==> src/rtl/rv32_ctrl_pkg.sv <==
// Shared RV32 control definitions: opcode constants, immediate-format
// encodings (also consumed by the extend unit) and the decode/issue entry type.
package rv32_ctrl_pkg;

    // Major opcodes, instr[6:0]
    localparam logic [6:0] OP_LOAD   = 7'b0000011;
    localparam logic [6:0] OP_IMM    = 7'b0010011;
    localparam logic [6:0] OP_JALR   = 7'b1100111;
    localparam logic [6:0] OP_STORE  = 7'b0100011;
    localparam logic [6:0] OP_BRANCH = 7'b1100011;
    localparam logic [6:0] OP_JAL    = 7'b1101111;
    localparam logic [6:0] OP_LUI    = 7'b0110111;
    localparam logic [6:0] OP_AUIPC  = 7'b0010111;
    localparam logic [6:0] OP_OP     = 7'b0110011;

    // Immediate-format selects for the extend unit
    localparam logic [2:0] IMM_I = 3'b000;
    localparam logic [2:0] IMM_S = 3'b001;
    localparam logic [2:0] IMM_B = 3'b010;
    localparam logic [2:0] IMM_J = 3'b011;
    localparam logic [2:0] IMM_U = 3'b100;

    // One buffered instruction with its decode results
    typedef struct packed {
        logic [31:0] instr;
        logic [31:0] pc;
        logic [2:0]  imm_src;
        logic        illegal;
    } issue_entry_t;

    // All-zero entry used for reset
    localparam issue_entry_t ENTRY_ZERO = '{instr: 32'd0, pc: 32'd0, imm_src: 3'b000, illegal: 1'b0};

endpackage

==> src/rtl/imm_src_decode.sv <==
// Combinational opcode decode: immediate format select and illegal flag.
module imm_src_decode
    import rv32_ctrl_pkg::*;
(
    input  logic [6:0] opcode_i,
    output logic [2:0] imm_src_o,
    output logic       illegal_o
);

    // Map the major opcode onto an immediate format; unknown opcodes are flagged
    always_comb begin
        imm_src_o = IMM_I;
        illegal_o = 1'b0;
        case (opcode_i)
            OP_LOAD, OP_IMM, OP_JALR: imm_src_o = IMM_I;
            OP_STORE:                 imm_src_o = IMM_S;
            OP_BRANCH:                imm_src_o = IMM_B;
            OP_JAL:                   imm_src_o = IMM_J;
            OP_LUI, OP_AUIPC:         imm_src_o = IMM_U;
            OP_OP:                    imm_src_o = IMM_I;
            default: begin
                imm_src_o = IMM_I;
                illegal_o = 1'b1;
            end
        endcase
    end

endmodule

==> src/rtl/decode_issue_ctrl.sv <==
// Decode/issue buffer: 2-entry flop FIFO between fetch and execute.
// Decode is done at push time so the head entry is presented straight from flops.
module decode_issue_ctrl
    import rv32_ctrl_pkg::*;
(
    input  logic        clk,
    input  logic        reset,
    input  logic        if_valid,
    input  logic [31:0] if_instr,
    input  logic [31:0] if_pc,
    output logic        if_ready,
    input  logic        flush,
    input  logic        ex_ready,
    output logic        ex_valid,
    output logic [31:0] ex_instr,
    output logic [31:0] ex_pc,
    output logic [2:0]  ex_imm_src,
    output logic        ex_illegal
);

    issue_entry_t mem_q [2];
    issue_entry_t mem_d [2];
    logic [1:0]   count_q, count_d;
    logic         wr_ptr_q, wr_ptr_d;
    logic         rd_ptr_q, rd_ptr_d;
    logic         if_ready_q, if_ready_d;

    logic [2:0]   dec_imm_src_s;
    logic         dec_illegal_s;
    logic         push_s;
    logic         pop_s;

    imm_src_decode u_dec (
        .opcode_i  (if_instr[6:0]),
        .imm_src_o (dec_imm_src_s),
        .illegal_o (dec_illegal_s)
    );

    // Handshake qualification; a flush cycle never stores the offered instruction
    always_comb begin
        push_s = if_valid && if_ready_q && !flush;
        pop_s  = (count_q != 2'd0) && ex_ready;
    end

    // Next-state for pointers, occupancy, storage and the registered ready
    always_comb begin
        mem_d    = mem_q;
        wr_ptr_d = wr_ptr_q;
        rd_ptr_d = rd_ptr_q;
        count_d  = count_q;
        if (flush) begin
            wr_ptr_d = 1'b0;
            rd_ptr_d = 1'b0;
            count_d  = 2'd0;
        end else begin
            if (push_s) begin
                mem_d[wr_ptr_q] = '{instr: if_instr, pc: if_pc,
                                    imm_src: dec_imm_src_s, illegal: dec_illegal_s};
                wr_ptr_d = wr_ptr_q + 1'b1;
            end else begin
                wr_ptr_d = wr_ptr_q;
            end
            if (pop_s) begin
                rd_ptr_d = rd_ptr_q + 1'b1;
            end else begin
                rd_ptr_d = rd_ptr_q;
            end
            case ({push_s, pop_s})
                2'b10:   count_d = count_q + 2'd1;
                2'b01:   count_d = count_q - 2'd1;
                default: count_d = count_q;
            endcase
        end
        if_ready_d = (count_d != 2'd2);
    end

    // State registers; reset empties the buffer immediately and holds if_ready low
    always_ff @(posedge clk or posedge reset) begin
        if (reset) begin
            mem_q[0]   <= ENTRY_ZERO;
            mem_q[1]   <= ENTRY_ZERO;
            wr_ptr_q   <= 1'b0;
            rd_ptr_q   <= 1'b0;
            count_q    <= 2'd0;
            if_ready_q <= 1'b0;
        end else begin
            mem_q[0]   <= mem_d[0];
            mem_q[1]   <= mem_d[1];
            wr_ptr_q   <= wr_ptr_d;
            rd_ptr_q   <= rd_ptr_d;
            count_q    <= count_d;
            if_ready_q <= if_ready_d;
        end
    end

    // Head entry is driven directly from storage flops
    always_comb begin
        if_ready   = if_ready_q;
        ex_valid   = (count_q != 2'd0);
        ex_instr   = mem_q[rd_ptr_q].instr;
        ex_pc      = mem_q[rd_ptr_q].pc;
        ex_imm_src = mem_q[rd_ptr_q].imm_src;
        ex_illegal = mem_q[rd_ptr_q].illegal;
    end

endmodule

==> config.mk <==
export PLATFORM = sky130hd
export DESIGN_NAME = decode_issue_ctrl
export DESIGN_NICKNAME = d
export VERILOG_FILES = /design/src/rtl/rv32_ctrl_pkg.sv /design/src/rtl/imm_src_decode.sv /design/src/rtl/decode_issue_ctrl.sv
export SDC_FILE = /design/constraint.sdc
export NUM_CORES = 1
export LEC_CHECK = 0
export ABC_AREA = 1
export CAP_MARGIN = 20
export CORE_MARGIN = 2
export CORE_UTILIZATION = 50
export DETAILED_ROUTE_END_ITERATION = 12
export PLACE_DENSITY = 0.79
export SLEW_MARGIN = 20
export SYNTH_ARGS = -nofsm -noshare
export SYNTH_HDL_FRONTEND = slang
export SYNTH_SLANG_ARGS = --single-unit
==> constraint.sdc <==
create_clock -name clk -period 11.3 [get_ports clk]
set_input_delay 1.695 -clock clk [delete_from_list [all_inputs] [get_ports clk]]
set_output_delay 1.695 -clock clk [all_outputs]
set_load 0.05 [all_outputs]
==> flow_summary.yaml, run 1 <==
run_status:
  outcome: "completed"
final_layout:
  fin_area_um2: 8300
  nFillCells: 1114
  register_area_um2: 3530
  layout_common_cells: "nand2_1, dfrtp_1, clkdlybuf4s50_1, o21ai_1, inv_1"
  multi_input_area_um2: 2260
  nets: 966
  drive_gt1_share_pct: 7.70
  layout_commonest_cell: "nand2_1"
  area_growth_pct: 30.0
clock_tree:
  clk_latency_ns: 0.42
  clock_path_buffers: 2
  cts_sinks: 141
  ctsResizeCount: 0
  post_cts_buffers: 0
  clk_pin_slew_ns: 0.05
  cts_buffers: 17
  cts_tree: "built"
  htree_levels: 4
  holdBufCountCts: 0
  root_buffer: "clkbuf_16"
grt:
  grtUsageMet2_pct: 33.8
  grt_overflow: 0
  antenna_found_initial: 1
  grt_pass1_wl_um: 23400
  grt_usage_pct: 22.2
  grt-busiest-layer: "met2"
  grt_max_degree: 75
  met1_usage_pct: 31.1
  met3_usage_pct: 5.97
  grt_pass1_vias: 4837
route:
  viasPerCell: 4.72
  num_vias: 5105
  drt_iter0_drc: 375
  firstDrtPassIters: 4
  wl_per_cell_um: 13.0
  drt.antenna.violating_nets: 0
  drc: 0
  wirelength_um: 14100
floorplanning:
  core_area_um2: 12500
  pin_count: 139
  die_w_um: 117
  rows: 41
  start_util_pct: 51.0
  die_area_um2: 13700
  die_h_um: 117
timing:
  finalSetupTns_ns: 0
  slew_headroom_pct: 38.0
  min_period_ns: 4.50
  tightest_slew_ns: 0.929
  report.final.slew_viol_count: 0
  setup_viol: 0
  fin_skew_ns: 0.00649
  rsz0062_at_grt: "no"
  min_period_over_period_pct: 39.8
  fmax_ghz: 0.222
  hold_viol_final: 0
logic_synthesis:
  synth.distinct_cells: 23
  synth_nets: 847
  syn-cell-area_um2: 6380
  avgSynthCellArea_um2: 8.22
  yosysSeqAreaShare_pct: 55.3
  netlist_instances: 777
  synth.ff_latch_count: 141
  yosys_warnings: 0
setup_path:
  critPathSlowestCell: "clkdlybuf4s50_1"
  worst_ep_required_time_ns: 9.61
  worstPathCellList: "inv_2 -> buf_4 -> nand2_1 -> nand2_1 -> clkdlybuf4s50_1"
  crit_type: "reg -> out"
  crit_top_cell: "nand2_1"
  path_max_fanout: 35
  worstSetupEndpointType: "primary output"
  cp.arrival_ns: 2.80
  cpPeakStageDelay_ns: 0.82
  startpoint_type: "flip-flop"
place:
  dp_hpwl_um: 8890
  dpl_cell_area_um2: 7730
  routabilityCongestion: 0.747
  port_buffers: 138
hold_path:
  hp-class: "reg -> reg"
power:
  ir_drop_v: 0.000195
  p_leak_nw: 4.22
  power_density_nw_per_um2: 297
job:
  maxCapViolCount: 0
[critical path, delay by kind of cell (launching register included)]
family / cells / cell delay, ns
buf+inv: 3 / 1.77
simple gates: 2 / 0.20
flops: 1 / 0.40
[worst paths after layout]
kind                            depth (start not counted)  slack (ns)     start    endpoint
min in group asynchronous                               2        1.73     reset  mem_q[118]
worst max-delay path                                    5        6.80  rd_ptr_q  ex_illegal
max in group asynchronous                               3        8.22     reset   mem_q[89]
worst min register to register                          2        0.47  mem_q[3]    mem_q[3]
worst min-delay path                                    2        0.47  mem_q[3]    mem_q[3]
worst max register to register                          8        9.07  if_ready  mem_q[129]
[per-stage QoR]
step	instances	power [mW]	setup slack [ns]	hold slack [ns]	utilization [%]
floorplan	777	1.60	5.82	0.449	-
global placement	1049	1.92	7.27	0.463	61.7
detailed placement	1049	1.94	7.24	0.467	61.7
CTS	1081	2.48	6.79	0.481	66.3
global route	1081	2.61	6.67	0.492	66.3
finish	1082	2.46	6.80	0.474	66.3
[layout make-up]
class                      instances  area share (%)
multi-input combinational        515            27.3
clock buffer                      25            6.09
antenna                            1          0.0302
clock inverter                     7           0.724
sequential                       141            42.5
tap                              172            2.59
inverter                          78            3.65
timing repair buffer             143            17.1
[synth_stat cells]
library cell,instances,area [um2]
dfrtp_1,141,3530
nand3_1,3,15.0
a21oi_1,2,10.0
nand2_4,1,11.3
and2_1,1,6.26
ha_1,1,12.5
o21ai_1,99,495
o21a_1,1,7.51
nor3_1,1,5.00
xor2_1,1,8.76
nor2_4,2,22.5
inv_1,74,278
o21ai_0,12,60.1
buf_2,9,45.0
nand2_1,355,1330
buf_6,17,191
nand4_1,3,18.8
and3_1,1,6.26
inv_2,4,15.0
o21ai_2,26,228
nor2_1,6,22.5
clkbuf_1,16,60.1
buf_1,1,3.75
[where the power goes]
part	internal (mW)	switching [mW]	leakage (nW)
Clock	0.329	0.197	0.287
Combinational	0.373	0.743	2.17
Sequential	0.708	0.109	1.76
[layer usage]
metal	vias up	part of all wire [%]
met5	-	0
met4	0	1.4
li1	2647	-
met1	2307	47
met2	137	44
met3	14	6.9
[cell families after synthesis]
family,share of synthesized area (%)
AND/OR/NAND/NOR,22.6
flip-flops,55.3
AO/OA/AOI/OAI,12.5
buffers and inverters,9.29
XOR/XNOR,0.137
adder cells (fa/ha/maj),0.196
[sequential cells by signal (all words and copies together), names as in the netlist]
name / count
mem_q: 136
count_q: 2
if_ready: 1
rd_ptr_q: 1
wr_ptr_q: 1
Note: power is estimated with default switching activity, not from simulation.
==> run 2: changes to the inputs <==
- CORE_UTILIZATION: 50 -> 46
- PLACE_DENSITY: 0.79 -> 0.76
- clock period: 11.3 -> 3.65 ns (I/O delays scaled with it)
==> flow_summary.yaml, run 2 (synthesis gave the netlist of run 1 again) <==
timing:
  rsz0062_at_grt: "no"
  fin_skew_ns: 0.00490
  report.final.slew_viol_count: 0
  setup_viol: 0
  hold_viol_final: 0
  min_period_ns: 3.17
  finalSetupTns_ns: 0
  tightest_slew_ns: 0.761
  fmax_ghz: 0.315
  slew_headroom_pct: 49.3
  min_period_over_period_pct: 86.9
  setup_ws_ns: 0.478
route:
  viasPerCell: 4.71
  drt.antenna.violating_nets: 0
  wl_per_cell_um: 12.8
  wirelength_um: 14000
  num_vias: 5148
  drt_iter0_drc: 357
  drc: 0
  firstDrtPassIters: 5
grt:
  grt_pass1_wl_um: 23500
  grt_max_degree: 142
  grt_overflow: 0
  grt_usage_pct: 20.1
  met1_usage_pct: 28.3
  met3_usage_pct: 4.78
  grtUsageMet2_pct: 30.4
  grt_pass1_vias: 4924
  antenna_found_initial: 0
  grt-busiest-layer: "met2"
place:
  routabilityCongestion: 0.770
  pre_cts_slack_ns: 0.890
  port_buffers: 138
  dp_hpwl_um: 8910
final_layout:
  largest_register_ffs: 136
  regMostFlops: "mem_q"
  num_antenna_cells: 0
  layout_commonest_cell: "nand2_1"
  drive_gt1_share_pct: 8.00
  nets: 970
  reg_top3: "mem_q (136), count_q (2)"
  layout_common_cells: "nand2_1, dfrtp_1, clkdlybuf4s50_1, o21ai_1, inv_1"
  area_growth_pct: 30.9
setup_path:
  crit_type: "reg -> out"
  path_max_fanout: 40
  crit_top_cell: "nand2_1"
  startpoint_type: "flip-flop"
  worst_ep_required_time_ns: 3.10
  worstSetupEndpointType: "primary output"
  worstPathCellList: "inv_2 -> buf_4 -> nand2_1 -> nand2_1 -> clkdlybuf4s50_1"
  critPathSlowestCell: "clkdlybuf4s50_1"
  cp.arrival_ns: 2.62
  cpPeakStageDelay_ns: 0.81
  ff2ff_setup_slack_ns: 1.85
floorplanning:
  die_w_um: 122
  die_h_um: 122
  start_util_pct: 46.5
  pin_count: 139
  die_area_um2: 14800
  rows: 43
  core_area_um2: 13700
clock_tree:
  cts_sinks: 141
  cts_tree: "built"
  clk_pin_slew_ns: 0.06
  root_buffer: "clkbuf_16"
  post_cts_buffers: 0
  cts_buffers: 17
  clk_latency_ns: 0.41
  ctsResizeCount: 0
  htree_levels: 4
  holdBufCountCts: 0
  clock_path_buffers: 2
power:
  p_leak_nw: 4.24
  ir_drop_v: 0.000464
  power_density_nw_per_um2: 909
run_status:
  outcome: "completed"
job:
  maxCapViolCount: 0
hold_path:
  hp-class: "reg -> reg"
-- run 2: cell count changes in the layout (fill, tap and decap cells not counted), sizes merged --
cell	delta
clkinvlp	+2
clkinv	-1
inv	-1
buf	+4
diode	-1
clkbuf	-1
-- run 2: power breakdown --
group	total, mW	internal, mW	switching, mW	leakage [nW]
clock network	1.60	0.999	0.606	0.276
logic	3.44	1.17	2.26	2.20
registers	2.56	2.19	0.367	1.76
-- run 2: path summary, 6_finish.rpt --
| path | start | endpoint | cells after the start |
|---|---|---|---|
| worst max-delay path | rd_ptr_q | ex_instr[2] | 5 |
| worst min-delay path | mem_q[82] | mem_q[82] | 2 |
| worst max register to register | if_ready | mem_q[19] | 8 |
| worst min register to register | mem_q[82] | mem_q[82] | 2 |
| max in group asynchronous | reset | rd_ptr_q | 3 |
| min in group asynchronous | reset | mem_q[101] | 3 |
-- run 2: cell type report --
| type | instances | area [um2] |
|---|---|---|
| tap | 180 | 225 |
| sequential | 141 | 3530 |
| multi-input combinational | 515 | 2260 |
| fill | 1215 | 5360 |
| clock buffer | 24 | 492 |
| inverter | 78 | 302 |
| clock inverter | 7 | 62.6 |
| timing repair buffer | 147 | 1490 |
-- run 2: per-layer routing --
| layer | part of all wire, % | vias up |
|---|---|---|
| li1 | - | 2644 |
| met5 | 0 | - |
| met2 | 45 | 131 |
| met4 | 1.3 | 0 |
| met1 | 48 | 2354 |
| met3 | 5.2 | 19 |
-- run 2: per-stage QoR --
step	total power, mW	area [um2]	cells	utilization, %	hold slack (ns)
detailed placement	6.03	7800	1061	56.9	0.469
finish	7.60	8360	1092	60.9	0.480
CTS	7.67	8360	1092	60.9	0.483
floorplan	4.95	6390	777	-	0.449
global placement	5.98	7800	1061	56.9	0.465
global route	8.07	8360	1092	60.9	0.496
-- run 2: worst max-delay path: cells and delay by family (launching register included) --
family	cells	cell delay [ns]
buf+inv	3	1.35
flops	1	0.65
simple gates	2	0.20
